==> config.mk <==
export PLATFORM = sky130hd
export DESIGN_NAME = wb_stage
export DESIGN_NICKNAME = d
export VERILOG_FILES = /design/src/rtl/wb_stage_pkg.sv /design/src/rtl/wb_stage_load_align.sv /design/src/rtl/wb_stage.sv
export SDC_FILE = /design/constraint.sdc
export NUM_CORES = 1
export LEC_CHECK = 0
export ABC_AREA = 1
export BUFFER_PORTS_ARGS = -buffer_cell sky130_fd_sc_hd__buf_2
export CAP_MARGIN = 15
export CORE_MARGIN = 2
export CORE_UTILIZATION = 48
export CTS_CLUSTER_SIZE = 30
export DETAILED_ROUTE_END_ITERATION = 8
export PLACE_DENSITY = 0.85
export SLEW_MARGIN = 20
export SYNTH_ARGS = -nofsm -noshare
export SYNTH_HDL_FRONTEND = slang
export SYNTH_SLANG_ARGS = --single-unit
==> constraint.sdc <==
create_clock -name clk -period 2.2 [get_ports clk]
set_clock_uncertainty 0.15 [all_clocks]
set_input_delay 0.11 -clock clk [delete_from_list [all_inputs] [get_ports clk]]
set_output_delay 0.11 -clock clk [all_outputs]
set_load 0.1 [all_outputs]
==> src/rtl/wb_stage_pkg.sv <==
// Shared definitions for the write-back stage: RISC-V word/register-file
// geometry, load-size encodings and FSM state encodings.
package wb_stage_pkg;

    localparam int unsigned RISCV_WORD_WIDTH = 32;
    localparam int unsigned GP_REG_COUNT     = 32;

    // Load-size encodings as carried on ex_load_size_i (2'b11 also means word)
    localparam logic [1:0] LOAD_SIZE_BYTE = 2'b00;
    localparam logic [1:0] LOAD_SIZE_HALF = 2'b01;
    localparam logic [1:0] LOAD_SIZE_WORD = 2'b10;

    // FSM states
    localparam logic [0:0] ST_IDLE      = 1'b0;
    localparam logic [0:0] ST_WAIT_LOAD = 1'b1;

endpackage

==> src/rtl/wb_stage_load_align.sv <==
// load_align: combinational extraction of a byte/half/word from an aligned
// memory word, followed by zero- or sign-extension.
//   rdata_i     aligned word from data memory
//   size_i      load size encoding
//   unsigned_i  1 = zero-extend, 0 = sign-extend
//   lsb_i       load address bits [1:0]
//   word_o      register-file ready value
module load_align
    import wb_stage_pkg::*;
#(
    parameter int unsigned WORD_W = RISCV_WORD_WIDTH
) (
    input  logic [WORD_W-1:0] rdata_i,
    input  logic [1:0]        size_i,
    input  logic              unsigned_i,
    input  logic [1:0]        lsb_i,
    output logic [WORD_W-1:0] word_o
);

    logic [WORD_W-1:0] byte_shifted;
    logic [WORD_W-1:0] half_shifted;
    logic [7:0]        byte_v;
    logic [15:0]       half_v;
    logic              byte_sign;
    logic              half_sign;

    // Shift the addressed lane down to bit 0; half ignores lsb[0]
    assign byte_shifted = rdata_i >> {lsb_i, 3'b000};
    assign half_shifted = rdata_i >> {lsb_i[1], 4'b0000};
    assign byte_v       = byte_shifted[7:0];
    assign half_v       = half_shifted[15:0];
    assign byte_sign    = ~unsigned_i & byte_v[7];
    assign half_sign    = ~unsigned_i & half_v[15];

    always_comb begin
        word_o = rdata_i;
        case (size_i)
            LOAD_SIZE_BYTE: word_o = {{(WORD_W-8){byte_sign}}, byte_v};
            LOAD_SIZE_HALF: word_o = {{(WORD_W-16){half_sign}}, half_v};
            default:        word_o = rdata_i;
        endcase
    end

endmodule

==> src/rtl/wb_stage.sv <==
// wb_stage: write-back stage. Accepts one execute result per cycle; ALU
// results are written the following cycle, loads wait (no timeout) for the
// data-memory response, then write the aligned/extended value.
//   ex_*         offer from execute (valid/ready handshake)
//   dmem_*       single-cycle load response
//   rf_write_*   register-file write port (registered, single-cycle strobe)
//   load_busy_o / load_rd_o  outstanding-load info for hazard stalling
//   err_o        sticky: load response arrived with nothing outstanding
module wb_stage
    import wb_stage_pkg::*;
#(
    parameter int unsigned WORD_W = RISCV_WORD_WIDTH,
    parameter int unsigned REG_AW = $clog2(GP_REG_COUNT)
) (
    input  logic              clk,
    input  logic              rst,
    input  logic              ex_valid_i,
    output logic              ex_ready_o,
    input  logic [REG_AW-1:0] ex_rd_i,
    input  logic [WORD_W-1:0] ex_result_i,
    input  logic              ex_is_load_i,
    input  logic [1:0]        ex_load_size_i,
    input  logic              ex_load_unsigned_i,
    input  logic [1:0]        ex_addr_lsb_i,
    input  logic              dmem_rvalid_i,
    input  logic [WORD_W-1:0] dmem_rdata_i,
    output logic              rf_write_en_o,
    output logic [REG_AW-1:0] rf_write_addr_o,
    output logic [WORD_W-1:0] rf_write_data_o,
    output logic              load_busy_o,
    output logic [REG_AW-1:0] load_rd_o,
    output logic              err_o
);

    logic [0:0]        state_q,   state_d;
    logic [REG_AW-1:0] ld_rd_q,   ld_rd_d;
    logic [1:0]        ld_size_q, ld_size_d;
    logic              ld_uns_q,  ld_uns_d;
    logic [1:0]        ld_lsb_q,  ld_lsb_d;
    logic              wr_en_q,   wr_en_d;
    logic [REG_AW-1:0] wr_addr_q, wr_addr_d;
    logic [WORD_W-1:0] wr_data_q, wr_data_d;
    logic              err_q,     err_d;
    logic [WORD_W-1:0] aligned_word;
    logic              accept;

    load_align #(.WORD_W(WORD_W)) u_load_align (
        .rdata_i    (dmem_rdata_i),
        .size_i     (ld_size_q),
        .unsigned_i (ld_uns_q),
        .lsb_i      (ld_lsb_q),
        .word_o     (aligned_word)
    );

    assign ex_ready_o  = (state_q == ST_IDLE);
    assign accept      = ex_valid_i && ex_ready_o;
    assign load_busy_o = (state_q == ST_WAIT_LOAD);
    assign load_rd_o   = ld_rd_q;
    assign rf_write_en_o   = wr_en_q;
    assign rf_write_addr_o = wr_addr_q;
    assign rf_write_data_o = wr_data_q;
    assign err_o           = err_q;

    // State and datapath registers
    always_ff @(posedge clk or posedge rst) begin
        if (rst) begin
            state_q   <= ST_IDLE;
            ld_rd_q   <= '0;
            ld_size_q <= '0;
            ld_uns_q  <= 1'b0;
            ld_lsb_q  <= '0;
            wr_en_q   <= 1'b0;
            wr_addr_q <= '0;
            wr_data_q <= '0;
            err_q     <= 1'b0;
        end else begin
            state_q   <= state_d;
            ld_rd_q   <= ld_rd_d;
            ld_size_q <= ld_size_d;
            ld_uns_q  <= ld_uns_d;
            ld_lsb_q  <= ld_lsb_d;
            wr_en_q   <= wr_en_d;
            wr_addr_q <= wr_addr_d;
            wr_data_q <= wr_data_d;
            err_q     <= err_d;
        end
    end

    // Next-state and write-port logic; rd=0 completes without a strobe and
    // leaves addr/data untouched
    always_comb begin
        state_d   = state_q;
        ld_rd_d   = ld_rd_q;
        ld_size_d = ld_size_q;
        ld_uns_d  = ld_uns_q;
        ld_lsb_d  = ld_lsb_q;
        wr_en_d   = 1'b0;
        wr_addr_d = wr_addr_q;
        wr_data_d = wr_data_q;
        err_d     = err_q;

        case (state_q)
            ST_IDLE: begin
                if (dmem_rvalid_i) begin
                    err_d = 1'b1;
                end
                if (accept) begin
                    if (ex_is_load_i) begin
                        state_d   = ST_WAIT_LOAD;
                        ld_rd_d   = ex_rd_i;
                        ld_size_d = ex_load_size_i;
                        ld_uns_d  = ex_load_unsigned_i;
                        ld_lsb_d  = ex_addr_lsb_i;
                    end else if (ex_rd_i != '0) begin
                        wr_en_d   = 1'b1;
                        wr_addr_d = ex_rd_i;
                        wr_data_d = ex_result_i;
                    end
                end
            end
            ST_WAIT_LOAD: begin
                if (dmem_rvalid_i) begin
                    state_d = ST_IDLE;
                    if (ld_rd_q != '0) begin
                        wr_en_d   = 1'b1;
                        wr_addr_d = ld_rd_q;
                        wr_data_d = aligned_word;
                    end
                end
            end
            default: state_d = ST_IDLE;
        endcase
    end

endmodule

==> flow_metrics.env, run 1 <==
export IMPL_max_vdd_ir_drop_uv=705
export IMPL_syn_avg_cell_area_um2=6.79
export IMPL_synth_warning_count=0
export IMPL_cts_buffers=5
export IMPL_syn_inst=442
export IMPL_synth_area_top_cells="dfrtp_1 (42%), nand2_1 (17%), a21oi_1 (9.0%)"
export IMPL_cts_path_max_buffers=2
export IMPL_syn_nets=521
export IMPL_io_pins=125
export IMPL_rsz0062_at_grt="no"
export IMPL_power_frac_seq_pct=26.3
export IMPL_async_flop_share_pct=100
export IMPL_grt_max_degree=58
export IMPL_clk_latency_ns=0.31
export IMPL_die_w_um=83.1
export IMPL_grt_pass1_vias=3353
export IMPL_grt_overflow_total=0
export IMPL_synth_ff_type="dfrtp_1"
export IMPL_clock_power_share_pct=15.7
export IMPL_cts_tree="built"
export IMPL_power_mw=5.11
export IMPL_fill_cells=479
export IMPL_synth_area_leader_cell="dfrtp_1"
export IMPL_cts_root_buf="clkbuf_8"
export IMPL_met1_length_mm=3.98
export IMPL_vias=3543
export IMPL_end_kind="output pin"
export IMPL_h_tree_depth=2
export IMPL_wl_per_cell_um=14.6
export IMPL_hold_path_class="input pin to register"
export IMPL_netlist_top_cells_count="nand2_1 (137), nor2_1 (61), a21oi_1 (54)"
export IMPL_post_route_util_pct=69.0
export IMPL_setup_viol_count_final=0
export IMPL_hold_viol=0
export IMPL_crit_required_ns=1.94
export IMPL_fmax_mhz=492
export IMPL_first_pass_iters=5
export IMPL_period_needed_ns=2.03
export IMPL_synth_seq_cells=50
export IMPL_areaGrowthSynthToFinish_pct=37.7
export IMPL_final_antenna_net_count=0
export IMPL_dp_cells=624
export IMPL_rr_worst_depth=9
export IMPL_wl_met3_um=679
export IMPL_r2r_end="rf_write_data_o[24]"
export IMPL_fin_nets=668
export IMPL_power_density_nw_per_um2=1240
export IMPL_regToRegStartpoint="ld_lsb_q[1]"
export IMPL_core_area_um2=5990
export IMPL_min_period_over_period_pct=92.4
export IMPL_hold_depth=5
export IMPL_maxCapViolCount=0
export IMPL_worstPathArrival_ns=1.77
export IMPL_power_switching_mw=2.93
export IMPL_power_share_combinational_pct=58.0
export IMPL_dp_hpwl_mm=6.54
export IMPL_io_buffers=124
export IMPL_drive_above_1_share_pct=26.4
export IMPL_clkTransAtPathRegs_ns=0.09
export IMPL_drc=0
export IMPL_die_y_um=83.1
export IMPL_crit_fanout=25
export IMPL_routed_wl_mm=9.68
export IMPL_highest_layer="met4"
export IMPL_holdCritStartpoint="dmem_rdata_i[17]"
export IMPL_vias_per_cell=5.33
export IMPL_grt_pass1_wl_mm=15.7
export IMPL_synth_edf_count=0
export IMPL_start_util_pct=50.1
export IMPL_finalSetupTns_ns=0
export IMPL_diodes=0
export IMPL_antenna_found_initial=0
export IMPL_layoutNonFillerInstCount=665
export IMPL_cts_sinks=50
export IMPL_die_area_um2=6900
export IMPL_worstMarginPinSlew_ns=0.668
export IMPL_status="completed"
export IMPL_synth_most_common_cell="nand2_1"
export IMPL_yosysTopAreaCellShare_pct=41.7
export IMPL_placed_area_um2=3660
export IMPL_multi_input_area_um2=1500
export IMPL_p_int_mw=2.17
export IMPL_synth_distinct_cells=23
export IMPL_rows=28
export IMPL_gp_congestion=0.867
export IMPL_postLayoutCellArea_um2=4140
export IMPL_p_sw_share_pct=57.4
export IMPL_track_usage_pct=27.6
export IMPL_critPathKind="register to output pin"
export IMPL_cp_start_kind="register"
export IMPL_seq_area_um2=1250
export IMPL_relSlewSlack_pct=55.4
export IMPL_wl_met2_mm=4.67
export IMPL_slew_violations=0
export IMPL_netlist_area_um2=3000
export IMPL_holdPathEnd="rf_write_data_o[17]"
export IMPL_p_leak_nw=2.23
export IMPL_r2r_setup_slack_ns=0.33
export IMPL_ys_seq_area_share_pct=41.7
export IMPL_first_iter_violations=400
-- stage by stage --
stage                     hold slack [ns]  setup WS, ns
after detailed placement           0.0267         0.246
after global routing               0.0379        0.0740
after floorplan                    0.0528        0.0559
final                             0.00613         0.167
after CTS                        0.000643         0.115
after global placement             0.0220         0.336
-- registers in the layout, summed over array words and instances (netlist names) --
name,count
ld_lsb_q,2
rf_write_addr_o,5
ld_size_q,2
load_rd_o,5
rf_write_data_o,32
err_o,1
rf_write_en_o,1
load_busy_o,1
ld_uns_q,1
-- kinds of logic (layout without fill, tap and decap cells) --
kind of cell           count (synthesis)  count (layout)  share of synthesized area, %
buffers and inverters                 56             204                          8.50
and+or+nand+nor                      235             235                          32.9
AOI/OAI and AO/OA                    101             101                          16.9
DFF                                   50              50                          41.7
-- timing repair --
action	CTS	global route
endpoints found under the setup margin	0	29
hold buffers	33	0
buffers inserted	0	0
hold endpoints to repair	84	0
gates resized for setup	0	3
-- cell usage in the layout (no fill, tap or decap), drive strengths merged, types with 2 or more instances in the layout --
cell,Yosys,final
bufinv,0,2
nand2,143,143
inv,29,29
buf,13,133
clkbuf,13,6
dlygate4sd3,0,33
o21ai,46,46
a21oi,54,54
nand3,27,27
nor2,63,63
dfrtp,50,50
-- worst max-delay path, stage by stage (launching register included) --
cell and delay [ns]:
dfrtp_2 0.52, buf_6 0.22, clkinv_1 0.07, buf_4 0.19, buf_2 0.45
-- power by group through the flow --
stage / Combinational, mW / Clock [mW] / Sequential, mW
4_1_cts: 2.95 / 0.810 / 1.34
3_3_place_gp: 2.86 / 0 / 1.35
6_report: 2.96 / 0.801 / 1.34
5_1_grt: 3.12 / 0.838 / 1.37
3_5_place_dp: 2.90 / 0 / 1.35
2_1_floorplan: 0.678 / 0 / 3.05
-- routing by layer --
metal	GRT usage (%)	vias to the layer above
li1	-	1708
met3	4.37	39
met4	12.1	0
met5	0	-
met1	36.0	1603
met2	45.5	193
-- how the worst max path moves through the flow --
stage                            from                   to  slack (ns)  depth (start not counted)
final                     load_busy_o           ex_ready_o        0.17                          4
after floorplan           load_busy_o  rf_write_data_o[10]        0.06                          6
after global routing      load_busy_o           ex_ready_o        0.07                          4
after CTS                 load_busy_o           ex_ready_o        0.11                          4
after detailed placement  load_busy_o   rf_write_data_o[2]        0.25                          5
after global placement    load_busy_o   rf_write_data_o[6]        0.34                          5
-- area by class of cell --
type                       count  share of cell area, %
tap                           75                   2.27
sequential                    50                   30.3
clock inverter                 2                   1.45
inverter                      30                   2.78
timing repair buffer         166                   25.0
multi-input combinational    336                   36.2
clock buffer                   6                   2.00
Power figures use the tool's default switching activity.
==> inputs of run 2 (changes only) <==
Settings changed: CORE_ASPECT_RATIO set to 0.9, CORE_UTILIZATION 48 to 36, PLACE_DENSITY 0.85 to 0.68.
==> flow_metrics.env, run 2 (synthesis gave the netlist of run 1 again) <==
export IMPL_final_antenna_net_count=0
export IMPL_dp_hpwl_mm=6.81
export IMPL_end_kind="output pin"
export IMPL_dp_slack_ns=0.0921
export IMPL_diodes=0
export IMPL_min_period_over_period_pct=88.0
export IMPL_hold_path_class="input pin to register"
export IMPL_h_tree_depth=2
export IMPL_max_vdd_ir_drop_uv=628
export IMPL_areaGrowthSynthToFinish_pct=37.6
export IMPL_maxCapViolCount=0
export IMPL_finalSetupTns_ns=0
export IMPL_layout_common_cells="nand2_1 (137), buf_2 (124), nor2_1 (61), a21oi_1 (54), dfrtp_1 (49)"
export IMPL_io_pins=125
export IMPL_routed_wl_mm=9.53
export IMPL_holdPathEnd="rf_write_data_o[29]"
export IMPL_fmax_mhz=517
export IMPL_setup_viol_count_final=0
export IMPL_first_pass_iters=5
export IMPL_gp_congestion=0.849
export IMPL_final_common_cell="nand2_1"
export IMPL_antenna_found_initial=0
export IMPL_cts_sinks=50
export IMPL_largest_register_ffs=32
export IMPL_worstPathArrival_ns=1.67
export IMPL_r2r_setup_slack_ns=0.34
export IMPL_slew_violations=0
export IMPL_track_usage_pct=20.6
export IMPL_cts_tree="built"
export IMPL_p_leak_nw=2.21
export IMPL_r2r_end="rf_write_data_o[3]"
export IMPL_power_density_nw_per_um2=1170
export IMPL_io_buffers=124
export IMPL_die_w_um=100
export IMPL_worstMarginPinSlew_ns=0.627
export IMPL_period_needed_ns=1.93
export IMPL_rr_worst_depth=6
export IMPL_critPathKind="register to output pin"
export IMPL_start_util_pct=37.2
export IMPL_hold_depth=5
export IMPL_holdCritStartpoint="dmem_rdata_i[29]"
export IMPL_wl_per_cell_um=13.8
export IMPL_cts_buffers=5
export IMPL_crit_fanout=12
export IMPL_cts_path_max_buffers=2
export IMPL_cp_slowest_cell="dfrtp_2"
export IMPL_drive_above_1_share_pct=26.0
export IMPL_rows=31
export IMPL_rsz0062_at_grt="no"
export IMPL_clkTransAtPathRegs_ns=0.09
export IMPL_cts_root_buf="clkbuf_8"
export IMPL_grt_pass1_wl_mm=14.9
export IMPL_grt_pass1_vias=3086
export IMPL_power_mw=4.85
export IMPL_vias_per_cell=4.85
export IMPL_hold_viol=0
export IMPL_whs_ns=0.0116
export IMPL_crit_required_ns=1.94
export IMPL_grt_overflow_total=0
export IMPL_fin_ws_ns=0.265
export IMPL_vias=3350
export IMPL_relSlewSlack_pct=58.1
export IMPL_status="completed"
export IMPL_post_route_util_pct=51.2
export IMPL_max_stage_delay_ns=0.47
export IMPL_fin_nets=670
export IMPL_drc=0
export IMPL_core_area_um2=8070
export IMPL_clk_latency_ns=0.31
export IMPL_die_area_um2=9090
export IMPL_cp_start_kind="register"
export IMPL_crit_chain="clkinv_1, buf_4, buf_2"
export IMPL_first_iter_violations=248
export IMPL_grt_max_degree=58
export IMPL_die_y_um=90.6
export IMPL_regToRegStartpoint="ld_size_q[1]"
==> run 2: how the worst max path moves through the flow <==
stage                 start                  end  slack, ns
5_1_grt        ld_size_q[1]   rf_write_data_o[6]       0.16
4_1_cts          ex_rd_i[1]   rf_write_data_o[3]       0.02
3_5_place_dp   load_rd_o[1]   rf_write_data_o[3]       0.09
6_report        load_busy_o           ex_ready_o       0.27
3_3_place_gp   load_rd_o[1]  rf_write_data_o[21]       0.10
2_1_floorplan   load_busy_o  rf_write_data_o[10]       0.06
==> run 2: per-stage QoR <==
step           cells  cell area [µm²]
5_1_grt          691             4130
3_3_place_gp     646             3670
6_report         691             4130
4_1_cts          689             4110
3_5_place_dp     646             3670
2_1_floorplan    442             3010
==> run 2: worst max-delay path, delay by kind of cell, from the launching register on <==
| family | cells | cell delay [ns] |
|---|---|---|
| DFF | 1 | 0.47 |
| buffers and inverters | 3 | 0.90 |
==> run 2: what timing repair did <==
action / in CTS / in global routing
gates resized for setup: 0 / 2
hold buffers: 35 / 1
endpoints found under the setup margin: 0 / 28
hold endpoints to repair: 59 / 1
setup buffers: 0 / 1
==> run 2: metal layers <==
metal	track usage, %	routed length (µm)	vias up
met3	3.48	591	12
met4	5.82	145	0
li1	-	-	1711
met2	32.9	4380	134
met1	28.7	4420	1493
met5	0	0	-
==> run 2: power by group <==
| part | total [mW] | internal [mW] | switching (mW) |
|---|---|---|---|
| registers | 1.33 | 1.17 | 0.162 |
| logic | 2.95 | 0.520 | 2.43 |
| clock network | 0.565 | 0.255 | 0.311 |
| total | 4.85 | 1.94 | 2.91 |
==> run 2: layout make-up <==
cell class	count	area (µm²)
fill	812	3940
multi-input combinational	336	1500
sequential	50	1250
timing repair buffer	168	1050
tap	99	124
inverter	30	115
clock buffer	7	86.3
clock inverter	1	5.00
